### src/rtl/g06_pio_pkg.sv
// g06_pio_pkg: register map, ID byte and parameter limits shared by the PIO bank.
package g06_pio_pkg;
   typedef logic [2:0] reg_addr_t;
   localparam reg_addr_t REG_IN   = 3'd0;
   localparam reg_addr_t REG_OUT  = 3'd1;
   localparam reg_addr_t REG_SET  = 3'd2;
   localparam reg_addr_t REG_CLR  = 3'd3;
   localparam reg_addr_t REG_MASK = 3'd4;
   localparam reg_addr_t REG_CAP  = 3'd5;
   localparam reg_addr_t REG_POL  = 3'd6;
   localparam reg_addr_t REG_INFO = 3'd7;
   localparam logic [7:0] INFO_ID = 8'h06;
   localparam int MIN_W   = 1;
   localparam int MAX_W   = 32;
   localparam int MIN_DEB = 2;
   function automatic logic [31:0] info_word(input int in_w, input int out_w);
      return {INFO_ID, 8'd0, 8'(in_w), 8'(out_w)};
   endfunction
endpackage

### src/rtl/g06_pio_bank_if.sv
// g06_pio_bank_if: Avalon-MM slave signals of the PIO bank.
interface g06_pio_bank_if;
   import g06_pio_pkg::*;
   reg_addr_t   avs_address;
   logic        avs_read;
   logic        avs_write;
   logic [31:0] avs_writedata;
   logic [31:0] avs_readdata;
   logic        avs_readdatavalid;
   modport master (output avs_address, avs_read, avs_write, avs_writedata,
                   input  avs_readdata, avs_readdatavalid);
   modport slave  (input  avs_address, avs_read, avs_write, avs_writedata,
                   output avs_readdata, avs_readdatavalid);
endinterface

### src/rtl/g06_debounce.sv
// g06_debounce: one input bit, 2-flop synchroniser plus stability counter; pulses on accepted edges.
module g06_debounce #(
   parameter int DEB_CYCLES = 50000
) (
   input  logic clk,
   input  logic rst,
   input  logic i_raw,
   output logic o_state,
   output logic o_rise,
   output logic o_fall
);
   localparam int CW = $clog2(DEB_CYCLES);
   localparam logic [CW-1:0] LAST = CW'(DEB_CYCLES - 1);
   logic          r_s1;
   logic          r_s2;
   logic          r_state;
   logic [CW-1:0] r_cnt;
   logic          w_diff;
   logic          w_take;
   assign w_diff = r_s2 ^ r_state;
   assign w_take = w_diff & (r_cnt == LAST);
   always_ff @(posedge clk) begin
      if (rst) begin
         r_s1    <= 1'b0;
         r_s2    <= 1'b0;
         r_state <= 1'b0;
         r_cnt   <= '0;
      end else begin
         r_s1    <= i_raw;
         r_s2    <= r_s1;
         r_cnt   <= (w_diff && !w_take) ? r_cnt + 1'b1 : '0;
         r_state <= w_take ? r_s2 : r_state;
      end
   end
   assign o_state = r_state;
   assign o_rise  = w_take & r_s2;
   assign o_fall  = w_take & ~r_s2;
endmodule

### src/rtl/g06_pio_bank.sv
// g06_pio_bank: debounced inputs with edge capture/irq and set/clear outputs on one Avalon-MM slave.
module g06_pio_bank
   import g06_pio_pkg::*;
#(
   parameter int IN_W       = 10,
   parameter int OUT_W      = 32,
   parameter int DEB_CYCLES = 50000,
   parameter logic [OUT_W-1:0] OUT_RESET = '0
) (
   input  logic                clk_clk,
   input  logic                reset_reset,
   g06_pio_bank_if.slave       bus,
   output logic                irq,
   input  logic [IN_W-1:0]     pio_in,
   output logic [OUT_W-1:0]    pio_out
);
   if (IN_W < MIN_W || IN_W > MAX_W || OUT_W < MIN_W || OUT_W > MAX_W || DEB_CYCLES < MIN_DEB) begin : g_bad_param
      $error("g06_pio_bank: parameter out of range");
   end
   logic [IN_W-1:0]  w_in;
   logic [IN_W-1:0]  w_rise;
   logic [IN_W-1:0]  w_fall;
   logic [IN_W-1:0]  w_edge;
   logic [IN_W-1:0]  w_w1c;
   logic [IN_W-1:0]  w_win;
   logic [OUT_W-1:0] w_wout;
   logic [OUT_W-1:0] w_out_nxt;
   logic [31:0]      w_rdata;
   logic [IN_W-1:0]  r_mask;
   logic [IN_W-1:0]  r_cap;
   logic [IN_W-1:0]  r_pol;
   logic [OUT_W-1:0] r_out;
   logic [31:0]      r_rdata;
   logic             r_rvalid;
   logic             r_irq;
   for (genvar b = 0; b < IN_W; b++) begin : g_deb
      g06_debounce #(.DEB_CYCLES(DEB_CYCLES)) u_deb (
         .clk     (clk_clk),
         .rst     (reset_reset),
         .i_raw   (pio_in[b]),
         .o_state (w_in[b]),
         .o_rise  (w_rise[b]),
         .o_fall  (w_fall[b])
      );
   end
   assign w_win  = bus.avs_writedata[IN_W-1:0];
   assign w_wout = bus.avs_writedata[OUT_W-1:0];
   assign w_edge = (w_rise & ~r_pol) | (w_fall & r_pol);
   assign w_w1c  = (bus.avs_write && bus.avs_address == REG_CAP) ? w_win : '0;
   assign w_out_nxt = !bus.avs_write              ? r_out :
                      bus.avs_address == REG_OUT ? w_wout :
                      bus.avs_address == REG_SET ? r_out | w_wout :
                      bus.avs_address == REG_CLR ? r_out & ~w_wout : r_out;
   always_comb begin
      w_rdata = '0;
      case (bus.avs_address)
         REG_IN:   w_rdata = 32'(w_in);
         REG_OUT:  w_rdata = 32'(r_out);
         REG_MASK: w_rdata = 32'(r_mask);
         REG_CAP:  w_rdata = 32'(r_cap);
         REG_POL:  w_rdata = 32'(r_pol);
         REG_INFO: w_rdata = info_word(IN_W, OUT_W);
         default:  w_rdata = '0;
      endcase
   end
   // a new edge is OR-ed in after the W1C so that set wins on a collision
   always_ff @(posedge clk_clk) begin
      if (reset_reset) begin
         r_out    <= OUT_RESET;
         r_mask   <= '0;
         r_pol    <= '0;
         r_cap    <= '0;
         r_irq    <= 1'b0;
         r_rvalid <= 1'b0;
         r_rdata  <= '0;
      end else begin
         r_out    <= w_out_nxt;
         r_mask   <= (bus.avs_write && bus.avs_address == REG_MASK) ? w_win : r_mask;
         r_pol    <= (bus.avs_write && bus.avs_address == REG_POL) ? w_win : r_pol;
         r_cap    <= (r_cap & ~w_w1c) | w_edge;
         r_irq    <= |(r_cap & r_mask);
         r_rvalid <= bus.avs_read;
         r_rdata  <= bus.avs_read ? w_rdata : r_rdata;
      end
   end
   assign bus.avs_readdata      = r_rdata;
   assign bus.avs_readdatavalid = r_rvalid;
   assign irq                   = r_irq;
   assign pio_out               = r_out;
endmodule

### src/flat_wrapper.sv
// flat-port wrapper written by rule: the top's interface ports become plain ports
module g06_pio_bank_flat import g06_pio_pkg::*;
#(
   parameter int IN_W       = 10,
   parameter int OUT_W      = 32,
   parameter int DEB_CYCLES = 50000,
   parameter logic [OUT_W-1:0] OUT_RESET = '0
)
  (clk_clk, reset_reset, irq, pio_in, pio_out, bus_avs_address, bus_avs_read, bus_avs_write, bus_avs_writedata, bus_avs_readdata, bus_avs_readdatavalid);
  g06_pio_bank_if bus_i ();
  input  logic clk_clk;
  input  logic reset_reset;
  output logic irq;
  input  logic [IN_W-1:0] pio_in;
  output logic [OUT_W-1:0] pio_out;
  input wire logic [$bits(bus_i.avs_address)-1:0] bus_avs_address;
  input wire logic [$bits(bus_i.avs_read)-1:0] bus_avs_read;
  input wire logic [$bits(bus_i.avs_write)-1:0] bus_avs_write;
  input wire logic [$bits(bus_i.avs_writedata)-1:0] bus_avs_writedata;
  output wire logic [$bits(bus_i.avs_readdata)-1:0] bus_avs_readdata;
  output wire logic [$bits(bus_i.avs_readdatavalid)-1:0] bus_avs_readdatavalid;
  assign bus_i.avs_address = bus_avs_address;
  assign bus_i.avs_read = bus_avs_read;
  assign bus_i.avs_write = bus_avs_write;
  assign bus_i.avs_writedata = bus_avs_writedata;
  assign bus_avs_readdata = bus_i.avs_readdata;
  assign bus_avs_readdatavalid = bus_i.avs_readdatavalid;
  g06_pio_bank #(.IN_W(IN_W), .OUT_W(OUT_W), .DEB_CYCLES(DEB_CYCLES), .OUT_RESET(OUT_RESET)) u_core (.clk_clk(clk_clk), .reset_reset(reset_reset), .bus(bus_i), .irq(irq), .pio_in(pio_in), .pio_out(pio_out));
endmodule
### config.mk
export PLATFORM = sky130hd
export DESIGN_NAME = g06_pio_bank_flat
export DESIGN_NICKNAME = d
export VERILOG_FILES = /design/src/rtl/g06_pio_pkg.sv /design/src/rtl/g06_pio_bank_if.sv /design/src/rtl/g06_debounce.sv /design/src/rtl/g06_pio_bank.sv /design/src/flat_wrapper.sv
export SDC_FILE = /design/constraint.sdc
export NUM_CORES = 1
export LEC_CHECK = 0
export CAP_MARGIN = 20
export CORE_UTILIZATION = 63
export CTS_CLUSTER_SIZE = 12
export DETAILED_ROUTE_END_ITERATION = 6
export PLACE_DENSITY = 0.9
export SKIP_CTS_REPAIR_TIMING = 1
export SLEW_MARGIN = 30
export SYNTH_ARGS = -nofsm -noshare
export SYNTH_HDL_FRONTEND = slang
export SYNTH_HIERARCHICAL = 1
export SYNTH_SLANG_ARGS = --single-unit
### constraint.sdc
create_clock -name clk_clk -period 4.5 [get_ports clk_clk]
set_input_delay 0.675 -clock clk_clk [delete_from_list [all_inputs] [get_ports clk_clk]]
set_output_delay 0.675 -clock clk_clk [all_outputs]
set_load 0.01 [all_outputs]
==> qor.yml, run 1 <==
htreeDepth: 1
cts_tree: "built"
fp.dieW_um: 149.4
grt.total_usage: 0.2861
worstReg2RegEnd: "u_core/g_deb[8].u_deb/r_cnt[3]$_SDFF_PP0_"
grt-ovfl-total: 0
cts-root-buf: "clkbuf_16"
swShare: 0.2232
synth_top_area_share: 0.4184
die_h_um: 149.4
clkTransAtPathRegs_ns: 0.06
num_rows: 53
route.detailed.drc: 0
worst_pin_slew_ns: 0.8587
wl_per_cell_um: 17.18
rsz0062_at_grt: "no"
timing.critical_path.required_ns: 4.96
finalHoldViolations: 0
yosys.area.top_type: "dfxtp_1"
die-area_sq_um: 22320
num-nets-final: 1643
area_delta_synth_final_pct: 15.34
avgViaCountPerCell: 6.012
ys_warn_count: 6
p_leak_nw: 4.973
reg2reg_from: "u_core/g_deb[8].u_deb/r_cnt[11]$_SDFF_PP0_"
cts_buffer_depth: 3
ys_types: 61
maxCapViolCount: 0
min_from: "u_core/g_deb[5].u_deb/r_s1$_SDFF_PP0_"
comb_power_share: 0.052
yosys-top-cells-area: "dfxtp_1 (42%), xnor2_1 (5.8%), nor2_2 (4.6%), nand4_1 (4.2%), nor2b_1 (4.0%)"
grt_pass1_vias: 10900
place.gp.congestion: 0.8645
power.internal_mw: 4.021
pwr-share-clk: 0.448
dp_cells: 1827
portBuffers: 114
ios: 115
async_flop_share: 0
cts_made_buffers: 30
vias: 11284
synth-seq-cells: 286
antenna_found_initial: 3
grt_start_max_net_pins: 75
dp_hpwl_um: 21570
fin_crit_ns: 2.446
cp_max_fo: 17
fmax_ghz: 0.4088
synth_cells: 1488
syn-cell-area_sq_um: 13690
ys.flop_type: "dfxtp_1"
ff2ff_setup_slack_ns: 2.61
peakVddDrop_mv: 0.2870
holdPathEnd: "u_core/g_deb[5].u_deb/r_s2$_SDFF_PP0_"
cts_sinks: 286
setup_violations: 0
start_util: 0.6470
syn_area_per_cell_sq_um: 9.197
core_sq_um: 21150
drt_pre_antenna_iters: 5
stdcell_count: 1877
worstSkewPairLatency_ns: 0.55
synth_enable_flop_cells: 0
status: "finished clean"
skew_ns: 0.01359
post-route-period-util: 0.5436
p_sw_mw: 1.155
power_mw: 5.176
final_cell_mix: "dfxtp_1 (286), clkdlybuf4s50_1 (112), nor2_2 (101), nor2_1 (101), a21oi_1 (95)"
tns_ns: 0
ant_nets: 0
hp-class: "flip-flop to flip-flop"
reg2reg_depth: 4
p_per_area_nw_per_um2: 327.9
grt_pass1_wl_um: 52400
routed_wl_um: 32250
slew_headroom: 0.4275
drt_iter0_markers: 936
drive_above_1_share: 0.1430
synth_fp_nets: 1547
pwr-share-seq: 0.500
final_common_cell: "dfxtp_1"
hold_depth: 1
crit_path_end_kind: "flip-flop"
drv_slew: 0
critPathKind: "input port to flip-flop"
cp-start-kind: "input port"
seq_area_frac_synth: 0.4184
critPathArrivalTime_ns: 2.91
-- power groups by stage --
stage                     logic [mW]  clock network, mW  registers [mW]
final                          0.268               2.32            2.59
after global routing           0.287               2.47            2.59
after CTS                      0.264               2.35            2.59
after detailed placement       0.261                  0            2.64
after global placement         0.255                  0            2.64
after floorplan                0.143                  0            2.64
-- layer usage --
metal	wire length, um	global-route usage	vias to the layer above	part of all wire
li1	-	-	5445	-
met3	2290	0.04587	75	0.071
met2	15500	0.4965	437	0.48
met5	27	0	-	0.00084
met4	962	0.1020	4	0.030
met1	13460	0.3566	5323	0.42
-- cell families (layout without fill, tap and decap cells) --
family          after synthesis  in the layout  share of synthesized area
compound gates              205            205                     0.1008
xor+xnor                    140            140                    0.08960
fa+ha+maj                    10             10                   0.009142
buf+inv                      99            212                    0.03913
flops                       286            286                     0.4184
mux                          25             25                    0.01874
other cells                   0              1                          0
simple gates                723            723                     0.3243
-- per-stage QoR --
| step | hold slack (ns) | worst slack, ns | area [sq um] | util |
|---|---|---|---|---|
| detailed placement | 0.4334 | 1.454 | 14860 | 0.7026 |
| finish | 0.4461 | 2.054 | 15790 | 0.7462 |
| global placement | 0.4181 | 1.449 | 14860 | 0.7026 |
| CTS | 0.4493 | 1.996 | 15780 | 0.7458 |
| global route | 0.4584 | 1.967 | 15790 | 0.7462 |
| floorplan | 0.4138 | 2.861 | 13690 | - |
-- how the worst max path moves through the flow --
stage                             startpoint                                       to  slack, ns  cells after the start
after detailed placement  bus_avs_address[0]                                flip-flop       1.45                      4
after CTS                 bus_avs_address[0]                                flip-flop       2.00                      4
after global placement    bus_avs_address[0]                                flip-flop       1.45                      4
final                     bus_avs_address[2]                                flip-flop       2.05                      5
after global routing      bus_avs_address[2]                                flip-flop       1.97                      5
after floorplan                  reset_reset  u_core/bus.avs_readdata[8]$_SDFFE_PP0P_       2.86                      5
-- synthesized netlist by cell type, drive strengths merged, types with 2 or more instances --
library cell and number:
or4b 10, or2b 30, a211oi 3, a21oi 95
nor4 50, nand2 78, a22o 2, o31ai 32
o221a 3, nand3 51, xor2 50, a221oi 2
nor2 202, clkbuf 18, ha 10, nor3 31
nand4bb 11, inv 40, dfxtp 286, buf 40
nor3b 6, a22oi 6, o21ai 33, nor2b 88
o41ai 10, nand4b 2, mux2i 20, and3 30
xnor2 90, a221o 4, nand4 92, o221ai 5
o211ai 2, a21boi 3, and4 10, nand2b 4
and2 22, mux2 5
-- cell type report --
cell class / instances / area, sq um
inverters: 41 / 153.9
repair buffers: 122 / 1209
well taps: 275 / 344.1
multi-input cells: 1103 / 7436
clock inverters: 4 / 26.28
flip-flops and latches: 286 / 5725
fillers: 1429 / 5369
diodes: 1 / 2.502
clock buffers: 45 / 888.4
-- worst max-delay path, cell delays in order --
cell and delay (ns):
clkdlybuf4s50_1 0.81, nor2b_2 0.75, buf_4 0.35, nand4_1 0.12, a21oi_1 0.19
Power figures use the tool's default switching activity.
==> run 2, diff against run 1 <==
Settings changed: CORE_UTILIZATION 63 to 58, PLACE_DENSITY 0.9 to 0.84.
Clock period 4.5 ns to 2.3 ns, I/O delays scaled along.
==> run 2 against run 1 <==
Worst setup slack lost 1.7 ns. Cell area grew 1.7%. Non-clock buffer count rose by 14. Wire length down 3.1%. Cell count is 2.7% higher. Via count down 0.47%. Count of clock-buffer cells in the layout is the same. Core utilization decreased by 4.6 points. Sequential cell count did not move. Largest power group unchanged.
==> qor.yml, run 2 (synthesis gave the netlist of run 1 again) <==
status: "finished clean"
grt_pass1_wl_um: 52520
setup_slack_ns: 0.3940
die_h_um: 155.6
area_delta_synth_final_pct: 17.25
wl_met1_um: 13620
grt.total_usage: 0.2600
num-nets-final: 1657
pre_cts_ws_ns: 0.2066
rsz0062_at_grt: "no"
routed-wl-met2_um: 14990
clkTransAtPathRegs_ns: 0.06
cts_tree: "built"
avgViaCountPerCell: 5.825
setup_violations: 0
worst_pin_slew_ns: 0.7293
cp-start-kind: "flip-flop"
route.detailed.drc: 0
slew_headroom: 0.5126
routed_wl_um: 31240
timing.critical_path.required_ns: 1.96
final_core_utilization: 0.7002
dp_hpwl_um: 21510
ff2ff_setup_slack_ns: 0.41
cp_cell_sequence: "clkdlybuf4s50_1"
grt-ovfl-total: 0
drt_iter0_markers: 830
ios: 115
antenna_found_initial: 0
portBuffers: 114
crit_path_end_kind: "output port"
wl_per_cell_um: 16.20
cp_slowest_cell: "clkdlybuf4s50_1"
antennaDiodeCount: 0
cts_buffer_depth: 3
slowest_delay_ns: 0.59
p_leak_nw: 5.090
fp.dieW_um: 155.6
highest_layer: "met4"
fin_crit_ns: 1.906
maxCapViolCount: 0
drive_above_1_share: 0.1511
path_buf_inv: 1
cts_sinks: 286
grt_pass1_vias: 10790
core_sq_um: 22920
post-route-period-util: 0.8287
hp-class: "input port to flip-flop"
ant_nets: 0
peakVddDrop_mv: 0.5132
cp_max_fo: 3
routed-wl-met3_um: 1813
final_cell_mix: "dfxtp_1 (286), clkdlybuf4s50_1 (112), nor2_1 (101), nor2_2 (100), a21oi_1 (95)"
htreeDepth: 1
cts_made_buffers: 30
worstSkewPairLatency_ns: 0.54
final_common_cell: "dfxtp_1"
crit_family: "buffers and inverters"
drt_pre_antenna_iters: 5
cts-root-buf: "clkbuf_16"
place.gp.congestion: 0.8509
critPathArrivalTime_ns: 1.56
finalHoldViolations: 0
start_util: 0.5972
critPathKind: "flip-flop to output port"
skew_ns: 0.006283
grt_start_max_net_pins: 61
p_per_area_nw_per_um2: 656.5
die-area_sq_um: 24210
num_rows: 55
fmax_ghz: 0.5246
drv_slew: 0
vias: 11231
run 2: layer usage:
| metal | vias to the layer above | global-route usage |
|---|---|---|
| li1 | 5483 | - |
| met1 | 5314 | 0.3376 |
| met2 | 370 | 0.4489 |
| met3 | 64 | 0.03333 |
| met4 | 0 | 0.08123 |
| met5 | - | 0 |
run 2: power breakdown:
part	internal, mW	switching, mW
Sequential	5.01	0.0468
Clock	3.05	1.88
Combinational	0.238	0.310
run 2: layout make-up:
cell class,instances,area (sq um)
Sequential cell,286,5725
Tap cell,313,391.6
Multi-Input combinational cell,1103,7438
Fill cell,1672,6869
Timing Repair Buffer,136,1324
Clock inverter,4,95.09
Inverter,41,153.9
Clock buffer,45,918.4
run 2: metrics by stage:
step | power, mW | instance area (sq um) | hold WS, ns | TNS [ns] | std cells
floorplan | 5.444 | 13690 | 0.4138 | 0 | 1488
global placement | 5.693 | 15030 | 0.4154 | -0.02625 | 1879
detailed placement | 5.706 | 15030 | 0.4218 | 0 | 1879
CTS | 10.61 | 16050 | 0.2415 | 0 | 1928
global route | 10.86 | 16050 | 0.2720 | 0 | 1928
finish | 10.53 | 16050 | 0.2674 | 0 | 1928
run 2: worst paths after layout:
path	endpoint	depth (start not counted)	from
setup reg to reg	u_core/g_deb[7].u_deb/r_cnt[3]$_SDFF_PP0_	4	u_core/g_deb[7].u_deb/r_cnt[11]$_SDFF_PP0_
setup / recovery	pio_out[2]	1	flip-flop
hold / removal	u_core/r_cap[3]$_SDFF_PP0_	2	reset_reset
hold reg to reg	u_core/g_deb[4].u_deb/r_s2$_SDFF_PP0_	1	u_core/g_deb[4].u_deb/r_s1$_SDFF_PP0_
==> run 3, diff against run 2 <==
Clock period 2.3 ns to 1.8 ns, I/O delays scaled along.
==> run 3 against run 2 <==
Clock skew grew 0.0079 ns. Critical path depth is the same. Count of clock-buffer cells in the layout down 3. Sequential cell count stayed put. First-iteration DRC count decreased by 5.2%. Total power is 24% higher. Non-clock buffer count increased by 35. Register-to-register slack got worse by 0.38 ns. Global-route usage up 0.71 points. Worst setup slack got worse by 0.37 ns. Critical path type unchanged. Largest cell class unchanged.
==> qor.yml, run 3 (synthesis gave the netlist of run 1 again) <==
final_core_utilization: 0.7178
timing.critical_path.required_ns: 1.53
drv_slew: 0
slew_headroom: 0.6954
htreeDepth: 1
highest_layer: "met4"
hp-class: "input port to flip-flop"
crit_family: "buffers and inverters"
route.detailed.drc: 0
drt_iter0_markers: 787
num-nets-final: 1692
routed-wl-met3_um: 2059
grt_start_max_net_pins: 44
power_mw: 13.04
cts_buffer_depth: 3
p_per_area_nw_per_um2: 792.9
antennaDiodeCount: 0
ios: 115
skew_ns: 0.01422
dp_cells: 1913
wl_per_cell_um: 16.74
drive_above_1_share: 0.1692
post-route-period-util: 0.9868
drt_pre_antenna_iters: 7
finalHoldViolations: 0
cts-root-buf: "clkbuf_16"
worst_pin_slew_ns: 0.4534
grt.total_usage: 0.2671
hold_depth: 2
fmax_ghz: 0.5630
worstSkewPairLatency_ns: 0.55
clkTransAtPathRegs_ns: 0.06
core_sq_um: 22920
final_common_cell: "dfxtp_1"
cp_cell_sequence: "clkdlybuf4s50_1"
ant_nets: 0
avgViaCountPerCell: 5.857
stdcell_count: 1962
setup_violations: 0
critPathKind: "flip-flop to output port"
grt_pass1_vias: 11123
p_leak_nw: 5.654
routed_wl_um: 32850
num_rows: 55
vias: 11492
dp_hpwl_um: 22390
critPathArrivalTime_ns: 1.51
crit_path_end_kind: "output port"
final_cell_mix: "dfxtp_1 (286), nor2_2 (101), nor2_1 (101), a21oi_1 (95)"
cp-start-kind: "flip-flop"
antenna_found_initial: 0
worstReg2RegEnd: "u_core/r_cap[1]$_SDFF_PP0_"
cts_made_buffers: 30
cts_sinks: 286
die-area_sq_um: 24210
cp_max_fo: 3
maxCapViolCount: 0
routed-wl-met2_um: 15850
peakVddDrop_mv: 0.5544
fp.dieW_um: 155.6
cts_tree: "built"
cp_slowest_cell: "clkdlybuf4s50_1"
portBuffers: 114
wl_met1_um: 13970
pre_cts_ws_ns: -0.04058
grt-ovfl-total: 0
die_h_um: 155.6
reg2reg_from: "u_core/g_deb[1].u_deb/r_cnt[12]$_SDFF_PP0_"
place.gp.congestion: 0.9116
min_from: "reset_reset"
area_delta_synth_final_pct: 20.19
start_util: 0.5972
reg2reg_depth: 6
status: "finished clean"
path_buf_inv: 1
slowest_delay_ns: 0.59
ff2ff_setup_slack_ns: 0.03
holdPathEnd: "u_core/irq$_SDFF_PP0_"
fin_crit_ns: 1.776
grt_pass1_wl_um: 53390
setup_slack_ns: 0.02367
run 3: cell types whose count changed in the layout (fill, tap and decap cells not counted):
| cell | change |
|---|---|
| clkdlybuf4s50_1 | -20 |
| nor2_2 | +1 |
| bufinv_16 | -3 |
| buf_4 | +20 |
| clkbuf_1 | -1 |
| buf_12 | +15 |
| clkinv_2 | +4 |
| nor2_4 | -1 |
| clkbuf_8 | -2 |
| dlymetal6s2s_1 | +20 |
| clkinvlp_4 | +1 |
run 3: cell type report:
class                   count  area, sq um
repair buffers            171         1824
multi-input cells        1103         7433
inverters                  41        153.9
clock buffers              42        887.1
flip-flops and latches    286         5725
fillers                  1672         6467
clock inverters             6        32.53
well taps                 313        391.6
run 3: worst register-to-register path: cells and delay by family (launching register included):
family	cells	cell delay, ns
AOI/OAI and AO/OA	1	0.14
DFF	1	0.34
muxes	1	0.12
and+or+nand+nor	4	1.10
run 3: worst max path at each step:
stage	startpoint	to	slack, ns	depth (start not counted)
floorplan	u_core/g_deb[0].u_deb/r_cnt[11]$_SDFF_PP0_	u_core/g_deb[0].u_deb/r_cnt[4]$_SDFF_PP0_	0.17	5
global placement	bus_avs_read	u_core/bus.avs_readdata[1]$_SDFFE_PP0P_	0.004	4
detailed placement	bus_avs_read	u_core/bus.avs_readdata[31]$_SDFFE_PP0P_	-0.04	5
CTS	flip-flop	pio_out[6]	-0.06	1
global route	u_core/g_deb[1].u_deb/r_cnt[12]$_SDFF_PP0_	u_core/r_cap[1]$_SDFF_PP0_	-0.08	6
finish	flip-flop	pio_out[24]	0.02	1
run 3: through the flow:
| stage | cell area, sq um | hold slack (ns) | setup TNS, ns |
|---|---|---|---|
| global placement | 15470 | 0.4194 | 0 |
| finish | 16450 | 0.03217 | 0 |
| floorplan | 13690 | 0.3416 | 0 |
| CTS | 16390 | 0.004931 | -0.2459 |
| global route | 16450 | 0.03118 | -0.08164 |
| detailed placement | 15470 | 0.4204 | -0.5857 |
run 3: layer usage:
metal  global-route usage  vias up
met3              0.03917       84
met4               0.1083        0
met2               0.4617      392
met5                    0        -
li1                     -     5543
met1               0.3339     5473
run 3: power breakdown:
part	internal, mW	switching, mW	total, mW
Clock	3.38	2.43	5.80
Combinational	0.357	0.415	0.773
Sequential	6.40	0.0598	6.46
Total	10.1	2.90	13.0
